[src/rtl/soc_bus_pkg.sv]
// Shared bus definitions: owner tags, default video window and memory read latency.
package soc_bus_pkg;

    typedef enum logic [1:0] {
        OWN_NONE = 2'd0,
        OWN_CPU  = 2'd1,
        OWN_VID  = 2'd2
    } owner_t;

    localparam logic [15:0] VRAM_BASE_DEFAULT  = 16'hFE00;
    localparam int          VRAM_BYTES_DEFAULT = 512;
    localparam int          MEM_READ_LATENCY   = 1;

endpackage

[src/rtl/byte_fifo2.sv]
// Two-entry byte FIFO for video prefetch; flush wins over push and pop.
module byte_fifo2 (
    input  logic       clk,
    input  logic       reset,
    input  logic       push,
    input  logic [7:0] din,
    input  logic       pop,
    input  logic       flush,
    output logic [1:0] count,
    output logic [7:0] head
);

    logic [7:0] mem [2];
    logic       wr_ptr;
    logic       rd_ptr;
    logic       do_push;
    logic       do_pop;

    assign do_pop  = pop & (count != 2'd0);
    assign do_push = push & ((count != 2'd2) | do_pop);
    assign head    = mem[rd_ptr];

    always_ff @(posedge clk or negedge reset) begin
        if (!reset) begin
            mem[0] <= 8'h00;
            mem[1] <= 8'h00;
            wr_ptr <= 1'b0;
            rd_ptr <= 1'b0;
            count  <= 2'd0;
        end else if (flush) begin
            wr_ptr <= 1'b0;
            rd_ptr <= 1'b0;
            count  <= 2'd0;
        end else begin
            if (do_push) begin
                mem[wr_ptr] <= din;
                wr_ptr      <= ~wr_ptr;
            end
            if (do_pop) begin
                rd_ptr <= ~rd_ptr;
            end
            case ({do_push, do_pop})
                2'b10:   count <= count + 2'd1;
                2'b01:   count <= count - 2'd1;
                default: count <= count;
            endcase
        end
    end

endmodule

[src/rtl/mem_bus_arbiter.sv]
// Round-robin arbiter sharing the memory bus between the CPU and the video byte fetcher.
// Optional build macro VIDEO_URGENT_EN: an empty, idle video pipeline beats the CPU.
module mem_bus_arbiter
    import soc_bus_pkg::*;
#(
    parameter logic [15:0] VRAM_BASE  = VRAM_BASE_DEFAULT,
    parameter int          VRAM_BYTES = VRAM_BYTES_DEFAULT
) (
    input  logic        clk,
    input  logic        reset,
    input  logic [15:0] cpuAddr,
    input  logic [7:0]  cpuDataWrite,
    input  logic        cpuWrite,
    input  logic        cpuStrobe,
    output logic        cpuWait,
    output logic [7:0]  cpuDataRead,
    input  logic        vidStart,
    input  logic        vidPop,
    output logic [7:0]  vidByte,
    output logic        vidValid,
    output logic [15:0] memAddr,
    output logic [7:0]  memDataWrite,
    output logic        memWrite,
    output logic        memStrobe,
    input  logic [7:0]  memDataRead
);

    localparam int VA_W = (VRAM_BYTES > 1) ? $clog2(VRAM_BYTES) : 1;

    owner_t          own_p1;
    logic            wr_p1;
    logic [VA_W-1:0] vid_addr;
    logic [15:0]     addr_q;
    logic [7:0]      cpu_rd_q;
    logic            last_vid;

    logic [1:0]      fifo_count;
    logic [7:0]      fifo_head;
    logic            inflight;
    logic            cpu_req;
    logic            vid_req;
    logic            urgent;
    logic            cpu_grant;
    logic            vid_grant;
    logic            cpu_read_p1;

    assign inflight    = (own_p1 == OWN_VID);
    assign cpu_read_p1 = (own_p1 == OWN_CPU) & ~wr_p1;
    assign cpu_req     = reset & cpuStrobe;
    assign vid_req     = reset & ~vidStart &
                         (({1'b0, fifo_count} + {2'b00, inflight}) < 3'd2);

`ifdef VIDEO_URGENT_EN
    assign urgent = (fifo_count == 2'd0) & ~inflight;
`else
    assign urgent = 1'b0;
`endif

    // Ties go to whoever did not win last; urgent video overrides that.
    assign cpu_grant = cpu_req & ~(vid_req & (urgent | ~last_vid));
    assign vid_grant = vid_req & ~cpu_grant;

    always_comb begin
        memAddr      = addr_q;
        memDataWrite = 8'h00;
        memWrite     = 1'b0;
        memStrobe    = 1'b0;
        if (cpu_grant) begin
            memAddr      = cpuAddr;
            memDataWrite = cpuDataWrite;
            memWrite     = cpuWrite;
            memStrobe    = 1'b1;
        end else if (vid_grant) begin
            memAddr   = VRAM_BASE + 16'(vid_addr);
            memStrobe = 1'b1;
        end
    end

    assign cpuWait     = cpuStrobe & ~cpu_grant;
    assign cpuDataRead = cpu_read_p1 ? memDataRead : cpu_rd_q;
    assign vidValid    = (fifo_count != 2'd0);
    assign vidByte     = fifo_head;

    // Grant stage -> data stage: owner tag selects where the returned byte goes.
    always_ff @(posedge clk or negedge reset) begin
        if (!reset) begin
            own_p1   <= OWN_NONE;
            wr_p1    <= 1'b0;
            vid_addr <= '0;
            addr_q   <= 16'h0000;
            cpu_rd_q <= 8'h00;
            last_vid <= 1'b1;
        end else begin
            own_p1 <= cpu_grant ? OWN_CPU : (vid_grant ? OWN_VID : OWN_NONE);
            wr_p1  <= cpu_grant & cpuWrite;
            if (vidStart) begin
                vid_addr <= '0;
            end else if (vid_grant) begin
                vid_addr <= vid_addr + VA_W'(1);
            end
            if (cpu_grant | vid_grant) begin
                addr_q <= memAddr;
            end
            if (cpu_read_p1) begin
                cpu_rd_q <= memDataRead;
            end
            if (cpu_grant) begin
                last_vid <= 1'b0;
            end else if (vid_grant) begin
                last_vid <= 1'b1;
            end
        end
    end

    byte_fifo2 u_fifo (
        .clk   (clk),
        .reset (reset),
        .push  (inflight & ~vidStart),
        .din   (memDataRead),
        .pop   (vidPop),
        .flush (vidStart),
        .count (fifo_count),
        .head  (fifo_head)
    );

endmodule
[config.mk]
export PLATFORM = sky130hd
export DESIGN_NAME = mem_bus_arbiter
export DESIGN_NICKNAME = d
export VERILOG_FILES = /design/src/rtl/soc_bus_pkg.sv /design/src/rtl/byte_fifo2.sv /design/src/rtl/mem_bus_arbiter.sv
export SDC_FILE = /design/constraint.sdc
export NUM_CORES = 1
export LEC_CHECK = 0
export ABC_CLOCK_PERIOD_IN_PS = 4250
export CAP_MARGIN = 0
export CORE_UTILIZATION = 40
export DETAILED_ROUTE_END_ITERATION = 10
export PLACE_DENSITY = 0.72
export SLEW_MARGIN = 20
export SYNTH_ARGS = -nofsm -noshare
export SYNTH_HDL_FRONTEND = slang
export SYNTH_SLANG_ARGS = --single-unit
[constraint.sdc]
create_clock -name clk -period 4.25 [get_ports clk]
set_input_delay 1.0625 -clock clk [delete_from_list [all_inputs] [get_ports clk]]
set_output_delay 1.0625 -clock clk [all_outputs]
set_load 0.01 [all_outputs]
==> results.cfg, run 1 <==
[finish]
multi_input_area_sq_um = 1160
fillers = 539
drive_gt1_share_pct = 19.8
final_common_cell = clkdlybuf4s50_1
layout_common_cells = clkdlybuf4s50_1, dfrtp_1, nor2_1, mux2_2, o22a_1
final_cells = 401
finalNetCount = 358
antenna_cells = 0
syn_to_final_growth_pct = 44.8
seq_area_sq_um = 1430
final_util_pct = 60.2

[run_status]
status = complete, no violations

[critical_path]
ff2ff_setup_slack_ns = 2.32
crit_path_end_kind = output pin
r2r-end = vid_addr[5]$_DFFE_PN0P_
r2r_start = u_fifo.count[1]$_DFFE_PN0P_
worstPathArrival_ns = 3.01
rr_worst_depth = 5
crit_chain = clkdlybuf4s50_1 -> nor3b_4 -> buf_4 -> nand3_4 -> o22ai_1 -> nor2_1 -> clkdlybuf4s50_1
cp_max_fo = 18
cp.required_ns = 3.19
criticalPathCategory = in -> out
cpPeakStageDelay_ns = 0.48
cpMostUsedCell = clkdlybuf4s50_1
critPathLaunchType = input pin
cpMaxStageDelayCell = clkdlybuf4s50_1

[synthesis]
synth_compound_area_share_pct = 11.0
synth_warnings = 0
syn_nets = 267
post_synth_num_cell_types = 39
seq_area_frac_synth_pct = 54.1
syn_area_per_cell_sq_um = 11.6
syn_area_sq_um = 2640
synthSimpleGateAreaFrac_pct = 16.1
synth_top_family_by_area = simple AND/OR/NAND/NOR gates
synth_mux_area_share_pct = 14.4
ys.flop_type = dfrtp_1
ys_ff_latch = 57
yosys.area_share.xor_xnor_pct = 1.66
synth_fa_ha_area_share_pct = 0.474
synthArstFlopShare_pct = 100
synthCells = 228
synth_edf_count = 0

[drt]
routedWlPerCell_microns = 14.4
vias = 2079
route.detailed.drc = 0
first_pass_iters = 4
wirelength_microns = 5770
via_per_inst = 5.18
drtIter0Drc = 146
ant_nets = 0

[floorplanning]
dieArea_sq_um = 6930
io_pins = 82
num_rows = 29
initial_utilization_pct = 41.6
die_height_microns = 83.3
die_w_microns = 83.3
core-area_sq_um = 6350

[grt]
gr-total-overflow = 0
grt_pass1_wl_microns = 9900
antenna_found_initial = 0
grt_max_degree = 42
grt_usage_pct = 18.2
first_global_vias = 2082

[power_and_ir_drop]
p_per_area_nw_per_um2 = 445
ir_drop_mv = 0.239
leakagePower_uw = 0.00159
finalPower_uw = 1700

[hold_path]
hold-path-endpoint = addr_q[9]$_DFFE_PN0P_
hold_path_depth = 1
hold_start = addr_q[9]$_DFFE_PN0P_
hp-class = reg -> reg

[sta]
worstMarginPinSlew_ns = 0.705
fmax_mhz = 246
period_share_pct = 95.7
report.final.slew_viol_count = 0
clock_skew_ns = 0.00735
max-slew-margin-rel_pct = 52.8
finalCriticalPeriod_ns = 4.07
rsz0062_at_grt = no
finalSetupViolations = 0
tns_ns = 0
hold_violations = 0

[placed_design]
portBuffers = 81
gp_congestion = 0.711
dp_hpwl_microns = 4140
placed_cells = 385

[clock_tree]
cts_tree = yes
clk_latency_ns = 0.33
cts_num_sinks = 57
clockBufferDepth = 2
ctsRootBufferMaster = clkbuf_8
postCtsSetupRepairBufs = 0
cts_hold_repair.buffers = 0
clkTransAtPathRegs_ns = 0.06
numCtsBuffers = 9
htreeDepth = 3

[flow_run]
maxCapViolCount = 0
[registers in the layout (all words and copies together) (netlist names)]
name	flops
addr_q	16
last_vid	1
wr_p1	1
u_fifo.mem	16
vid_addr	9
own_p1	2
u_fifo.count	2
u_fifo.wr_ptr	1
cpu_rd_q	8
u_fifo.rd_ptr	1
[worst max path at each step]
stage               slack (ns)           to      from  depth (start not counted)
global placement          0.16     memWrite  vidStart                          6
finish                    0.18   memAddr[2]  vidStart                          7
detailed placement        0.12     memWrite  vidStart                          6
floorplan                 0.98  memAddr[10]  vidStart                          5
global route              0.02   memAddr[2]  vidStart                          7
CTS                       0.11     memWrite  vidStart                          6
[power by group]
part | internal, uW | switching (uW) | leakage, uW
combinational | 252 | 161 | 0.000770
sequential | 631 | 39.8 | 0.000699
clock | 405 | 214 | 0.000120
total | 1290 | 414 | 0.00159
[critical path, delay by kind of cell]
kind            cells  cell delay [ns]
buf+inv             3             1.12
compound gates      1             0.29
simple gates        3             0.54
[synth_stat cells, types with 3 or more instances]
master,number,area [sq um]
dfrtp_1,56,1400
nor2_1,35,131
mux2_2,32,360
o22a_1,14,123
and2_1,9,56.3
o22ai_1,9,56.3
nand2_1,8,30.0
a21oi_1,7,35.0
clkbuf_1,5,18.8
inv_1,4,15.0
nand3_1,4,20.0
buf_2,3,15.0
o21ai_0,3,15.0
o31ai_1,3,22.5
or3_1,3,18.8
or4_1,3,22.5
xnor2_1,3,26.3
[stage by stage]
step	area, sq um	hold slack [ns]	worst slack [ns]
detailed placement	3570	0.478	0.119
finish	3820	0.492	0.182
CTS	3810	0.492	0.108
global placement	3570	0.472	0.157
global route	3820	0.506	0.0177
floorplan	2640	0.461	0.977
[logic make-up after synthesis]
family / count (synthesis)
simple gates: 77
flops: 57
compound gates: 41
mux: 34
buf+inv: 13
xor+xnor: 5
fa+ha+maj: 1
[repair_timing]
item                       CTS  global route
hold endpoints to repair     0             0
gates resized for setup      0             1
setup endpoints to repair    0             2
[layout make-up]
type | instances | share of cell area (%)
Multi-Input combinational cell | 158 | 30.4
Tap cell | 77 | 2.52
Timing Repair Buffer | 89 | 23.0
Clock inverter | 5 | 2.68
Sequential cell | 57 | 37.3
Clock buffer | 11 | 3.70
Inverter | 4 | 0.393
[metal layers]
layer | GRT usage [%] | vias to the layer above | routed length, microns
li1 | - | 1007 | -
met2 | 28.8 | 44 | 2880
met1 | 23.9 | 1019 | 2560
met4 | 9.87 | 0 | 115
met3 | 3.28 | 9 | 219
met5 | 0 | - | 0
No activity file was read; power rests on OpenSTA's default activity.
==> run 2: changes to the inputs <==
CORE_ASPECT_RATIO = 1.25   (was default)
==> run 2 against run 1 <==
  * Global-route usage is 0.18 points higher
  * Hold slack worse by 0.00064 ns
  * Combinational power hardly changed
  * Design area is 1.9% lower
  * Register-to-register slack better by 0.04 ns
  * Wire length is 1.5% higher
  * Die area hardly changed
  * Critical path type unchanged
  * Critical endpoint is now memAddr[6]
  * Clock power is 27% lower
  * Largest power group unchanged
  * Utilization is 0.56 points lower
  * Sequential power hardly changed
  * Highest routed layer unchanged
  * Largest cell class unchanged
  * Setup slack worse by 0.025 ns
==> results.cfg, run 2 (synthesis gave the netlist of run 1 again) <==
[run_status]
status = complete, no violations

[floorplanning]
initial_utilization_pct = 42.0
core-area_sq_um = 6290
dieArea_sq_um = 6930
die_height_microns = 92.9
io_pins = 82
die_w_microns = 74.7
num_rows = 32

[drt]
route.detailed.drc = 0
top_layer = met4
wl_met3_microns = 290
met2_length_microns = 3040
first_pass_iters = 4
wl_met1_microns = 2460
vias = 2067
via_per_inst = 5.05
ant_nets = 0
wirelength_microns = 5860
routedWlPerCell_microns = 14.3
drtIter0Drc = 120

[critical_path]
crit_path_end_kind = output pin
critPathLaunchType = input pin
criticalPathCategory = in -> out
worstPathArrival_ns = 3.03
ff2ff_setup_slack_ns = 2.36
cp.required_ns = 3.19
rr_worst_depth = 4
r2r-end = vid_addr[5]$_DFFE_PN0P_
cp_max_fo = 9
r2r_start = u_fifo.count[1]$_DFFE_PN0P_

[hold_path]
hold_start = addr_q[15]$_DFFE_PN0P_
hold-path-endpoint = addr_q[15]$_DFFE_PN0P_
hold_path_depth = 1
hp-class = reg -> reg

[sta]
report.final.slew_viol_count = 0
finalCriticalPeriod_ns = 4.09
rsz0062_at_grt = no
fmax_mhz = 244
hold_violations = 0
finalSetupViolations = 0
max-slew-margin-rel_pct = 52.6
worstMarginPinSlew_ns = 0.708
clock_skew_ns = 0.00812
setup_ws_ns = 0.157
tns_ns = 0
period_share_pct = 96.3

[power_and_ir_drop]
p_sw_share_pct = 26.8
power_frac_clock_pct = 29.4
leakagePower_uw = 0.00155
power.internal_uw = 1120
p_seq_share_pct = 43.8
power_frac_comb_pct = 26.8
p_per_area_nw_per_um2 = 409
power.switching_uw = 411
ir_drop_mv = 0.218
finalPower_uw = 1530

[grt]
first_global_vias = 2028
grt_usage_pct = 18.4
antenna_found_initial = 0
grt_max_degree = 34
gr-total-overflow = 0
grt_pass1_wl_microns = 9450

[finish]
final_common_cell = clkdlybuf4s50_1
finalNetCount = 358
layout_common_cells = clkdlybuf4s50_1, dfrtp_1, nor2_1, mux2_2, o22a_1
reg_top3 = addr_q (16), u_fifo.mem (16), vid_addr (9)
final_cells = 409
syn_to_final_growth_pct = 42.0
antenna_cells = 0
drive_gt1_share_pct = 20.1

[clock_tree]
ctsRootBufferMaster = clkbuf_8
cts-resized-gates = 0
cts_num_sinks = 57
cts_hold_repair.buffers = 0
numCtsBuffers = 9
clk_latency_ns = 0.32
postCtsSetupRepairBufs = 0
cts_tree = yes
htreeDepth = 3
clkTransAtPathRegs_ns = 0.07
clockBufferDepth = 2

[placed_design]
place_worst_setup_slack_ns = 0.179
gp_congestion = 0.723
dp_hpwl_microns = 4200
portBuffers = 81
placed_cells = 393

[flow_run]
maxCapViolCount = 0
-- run 2: cell types whose count changed in the layout (fill, tap and decap cells not counted) --
cell        delta
clkbuf_8       +1
clkinvlp_4     +1
a31o_2         +1
clkbuf_1       -1
buf_4          +1
a31o_4         -1
bufinv_16      -3
buf_12         -1
clkinv_2       +2
-- run 2: layer usage --
metal,vias to the layer above,track usage (%)
met5,-,0
met4,0,8.02
met3,4,4.79
met2,53,30.0
met1,1007,22.6
li1,1003,-
-- run 2: through the flow --
step	utilization (%)	hold slack, ns	area [sq um]
CTS	59.7	0.495	3750
floorplan	-	0.461	2640
finish	59.7	0.491	3750
detailed placement	56.8	0.478	3570
global placement	56.8	0.470	3570
global route	59.7	0.506	3750
-- run 2: area by class of cell --
class / count / area (sq um)
Inverter: 4 / 15.0
Sequential cell: 57 / 1430
Fill cell: 563 / 2540
Multi-Input combinational cell: 158 / 1150
Clock inverter: 5 / 30.0
Timing Repair Buffer: 89 / 866
Clock buffer: 11 / 151
Tap cell: 85 / 106
-- run 2: worst max-delay path, stage by stage --
cell             delay, ns
clkdlybuf4s50_1       0.46
nor3b_4               0.34
a22o_1                0.22
buf_4                 0.17
o22ai_1               0.10
nor2_1                0.11
clkdlybuf4s50_1       0.56
-- run 2: power by group through the flow --
stage	Sequential [uW]	Combinational, uW	Clock, uW
6_report	671	411	450
5_1_grt	680	449	496
4_1_cts	672	418	466
3_5_place_dp	681	415	0
3_3_place_gp	676	405	0
2_1_floorplan	667	205	0
-- run 2: worst max-delay path by stage --
stage | startpoint | end | slack (ns) | cells after the start
3_5_place_dp | vidStart | memAddr[6] | 0.18 | 7
2_1_floorplan | vidStart | memAddr[10] | 0.98 | 5
3_3_place_gp | vidStart | memAddr[9] | 0.22 | 6
4_1_cts | vidStart | memAddr[6] | 0.16 | 7
5_1_grt | vidStart | memAddr[6] | 0.05 | 7
6_report | vidStart | memAddr[6] | 0.16 | 7
==> run 3: changes to the inputs <==
ABC_CLOCK_PERIOD_IN_PS = 4750   (was 4250)
CTS_CLUSTER_DIAMETER = 120   (was default)
clock period = 4.75 ns   (was 4.25 ns; I/O delays follow)
==> run 3 against run 2 <==
  * Clock power fell by 3%
  * Combinational power fell by 12%
  * Utilization down 0.24 points
  * Via count is 1.8% lower
  * First-iteration DRC count is 9.2% lower
  * Flip-flop and latch count unchanged
  * Die area is the same
==> results.cfg, run 3 (synthesis gave the netlist of run 1 again) <==
[run_status]
status = complete, no violations

[drt]
drtIter0Drc = 109
routedWlPerCell_microns = 13.6
first_pass_iters = 5
route.detailed.drc = 0
via_per_inst = 5.00
ant_nets = 0
vias = 2030
wirelength_microns = 5500

[grt]
gr-total-overflow = 0
grt_busiest_layer = met2
first_global_vias = 1985
met3_usage_pct = 4.46
grt_max_degree = 54
antenna_found_initial = 0
grtUsageMet2_pct = 28.4
use_met1_pct = 21.6
grt_pass1_wl_microns = 9270
grt_usage_pct = 17.9

[finish]
antenna_cells = 0
syn_to_final_growth_pct = 41.4
final_area_sq_um = 3730
reg_top3 = addr_q (16), u_fifo.mem (16), vid_addr (9)
final_cells = 406
layout_common_cells = clkdlybuf4s50_1, dfrtp_1, nor2_1, mux2_2, o22a_1
finalNetCount = 355
final_common_cell = clkdlybuf4s50_1
drive_gt1_share_pct = 18.4
final_util_pct = 59.4

[critical_path]
cpPeakStageDelay_ns = 0.55
crit_chain = clkdlybuf4s50_1 -> nor3b_4 -> buf_4 -> a31o_2 -> buf_4 -> nor2_1 -> nor2_1 -> clkdlybuf4s50_1
cpMaxStageDelayCell = clkdlybuf4s50_1
criticalPathCategory = in -> out
cp.required_ns = 3.56
worstPathArrival_ns = 3.20
path_delay_family = buffers and inverters
critPathLaunchType = input pin
crit_buf_inv = 4
ff2ff_setup_slack_ns = 2.90
cp_max_fo = 23
crit_path_end_kind = output pin

[floorplanning]
die_height_microns = 92.9
die_w_microns = 74.7
dieArea_sq_um = 6930
core-area_sq_um = 6290
io_pins = 82
num_rows = 32
initial_utilization_pct = 42.0

[clock_tree]
clockBufferDepth = 2
cts_num_sinks = 57
clk_latency_ns = 0.33
postCtsSetupRepairBufs = 0
ctsRootBufferMaster = clkbuf_8
cts_hold_repair.buffers = 0
htreeDepth = 3
cts-resized-gates = 0
cts_tree = yes
numCtsBuffers = 9
clkTransAtPathRegs_ns = 0.06

[hold_path]
hp-class = reg -> reg

[sta]
worstMarginPinSlew_ns = 0.697
fmax_mhz = 228
tns_ns = 0
finalCriticalPeriod_ns = 4.39
report.final.slew_viol_count = 0
hold_violations = 0
max-slew-margin-rel_pct = 53.3
period_share_pct = 92.4
rsz0062_at_grt = no
finalSetupViolations = 0
clock_skew_ns = 0.00808

[placed_design]
portBuffers = 81
gp_congestion = 0.740
dp_hpwl_microns = 3940
placed_cells = 390
dpl_cell_area_sq_um = 3550

[power_and_ir_drop]
p_per_area_nw_per_um2 = 374
ir_drop_mv = 0.199
leakagePower_uw = 0.00155
finalPower_uw = 1390

[flow_run]
maxCapViolCount = 0
[run 3: worst paths after layout]
check / startpoint / end / cells after the start
setup reg to reg: u_fifo.count[1]$_DFFE_PN0P_ / vid_addr[5]$_DFFE_PN0P_ / 5
min in group asynchronous: reset / own_p1[1]$_DFF_PN0_ / 1
max in group asynchronous: reset / u_fifo.mem[13]$_DFFE_PN0P_ / 2
hold reg to reg: addr_q[15]$_DFFE_PN0P_ / addr_q[15]$_DFFE_PN0P_ / 1
hold / removal: addr_q[15]$_DFFE_PN0P_ / addr_q[15]$_DFFE_PN0P_ / 1
setup / recovery: vidStart / memAddr[2] / 8
[run 3: per-stage QoR]
stage	hold slack [ns]	worst slack [ns]
after floorplan	0.461	1.23
after detailed placement	0.480	0.352
final	0.492	0.363
after CTS	0.497	0.339
after global routing	0.513	0.193
after global placement	0.474	0.384
[run 3: area by class of cell]
type | count | area [sq um]
timing repair buffer | 86 | 843
multi-input combinational | 158 | 1150
sequential | 57 | 1430
clock inverter | 3 | 40.0
fill | 551 | 2550
tap | 85 | 106
clock buffer | 13 | 149
inverter | 4 | 15.0
[run 3: metal layers]
metal,part of all wire (%),vias up
li1,-,997
met1,43,963
met2,50,61
met3,5.2,9
met4,2.0,0
met5,0,-
[run 3: where the power goes]
group / switching [uW] / internal (uW)
Clock: 179 / 255
Sequential: 34.0 / 565
Combinational: 140 / 222
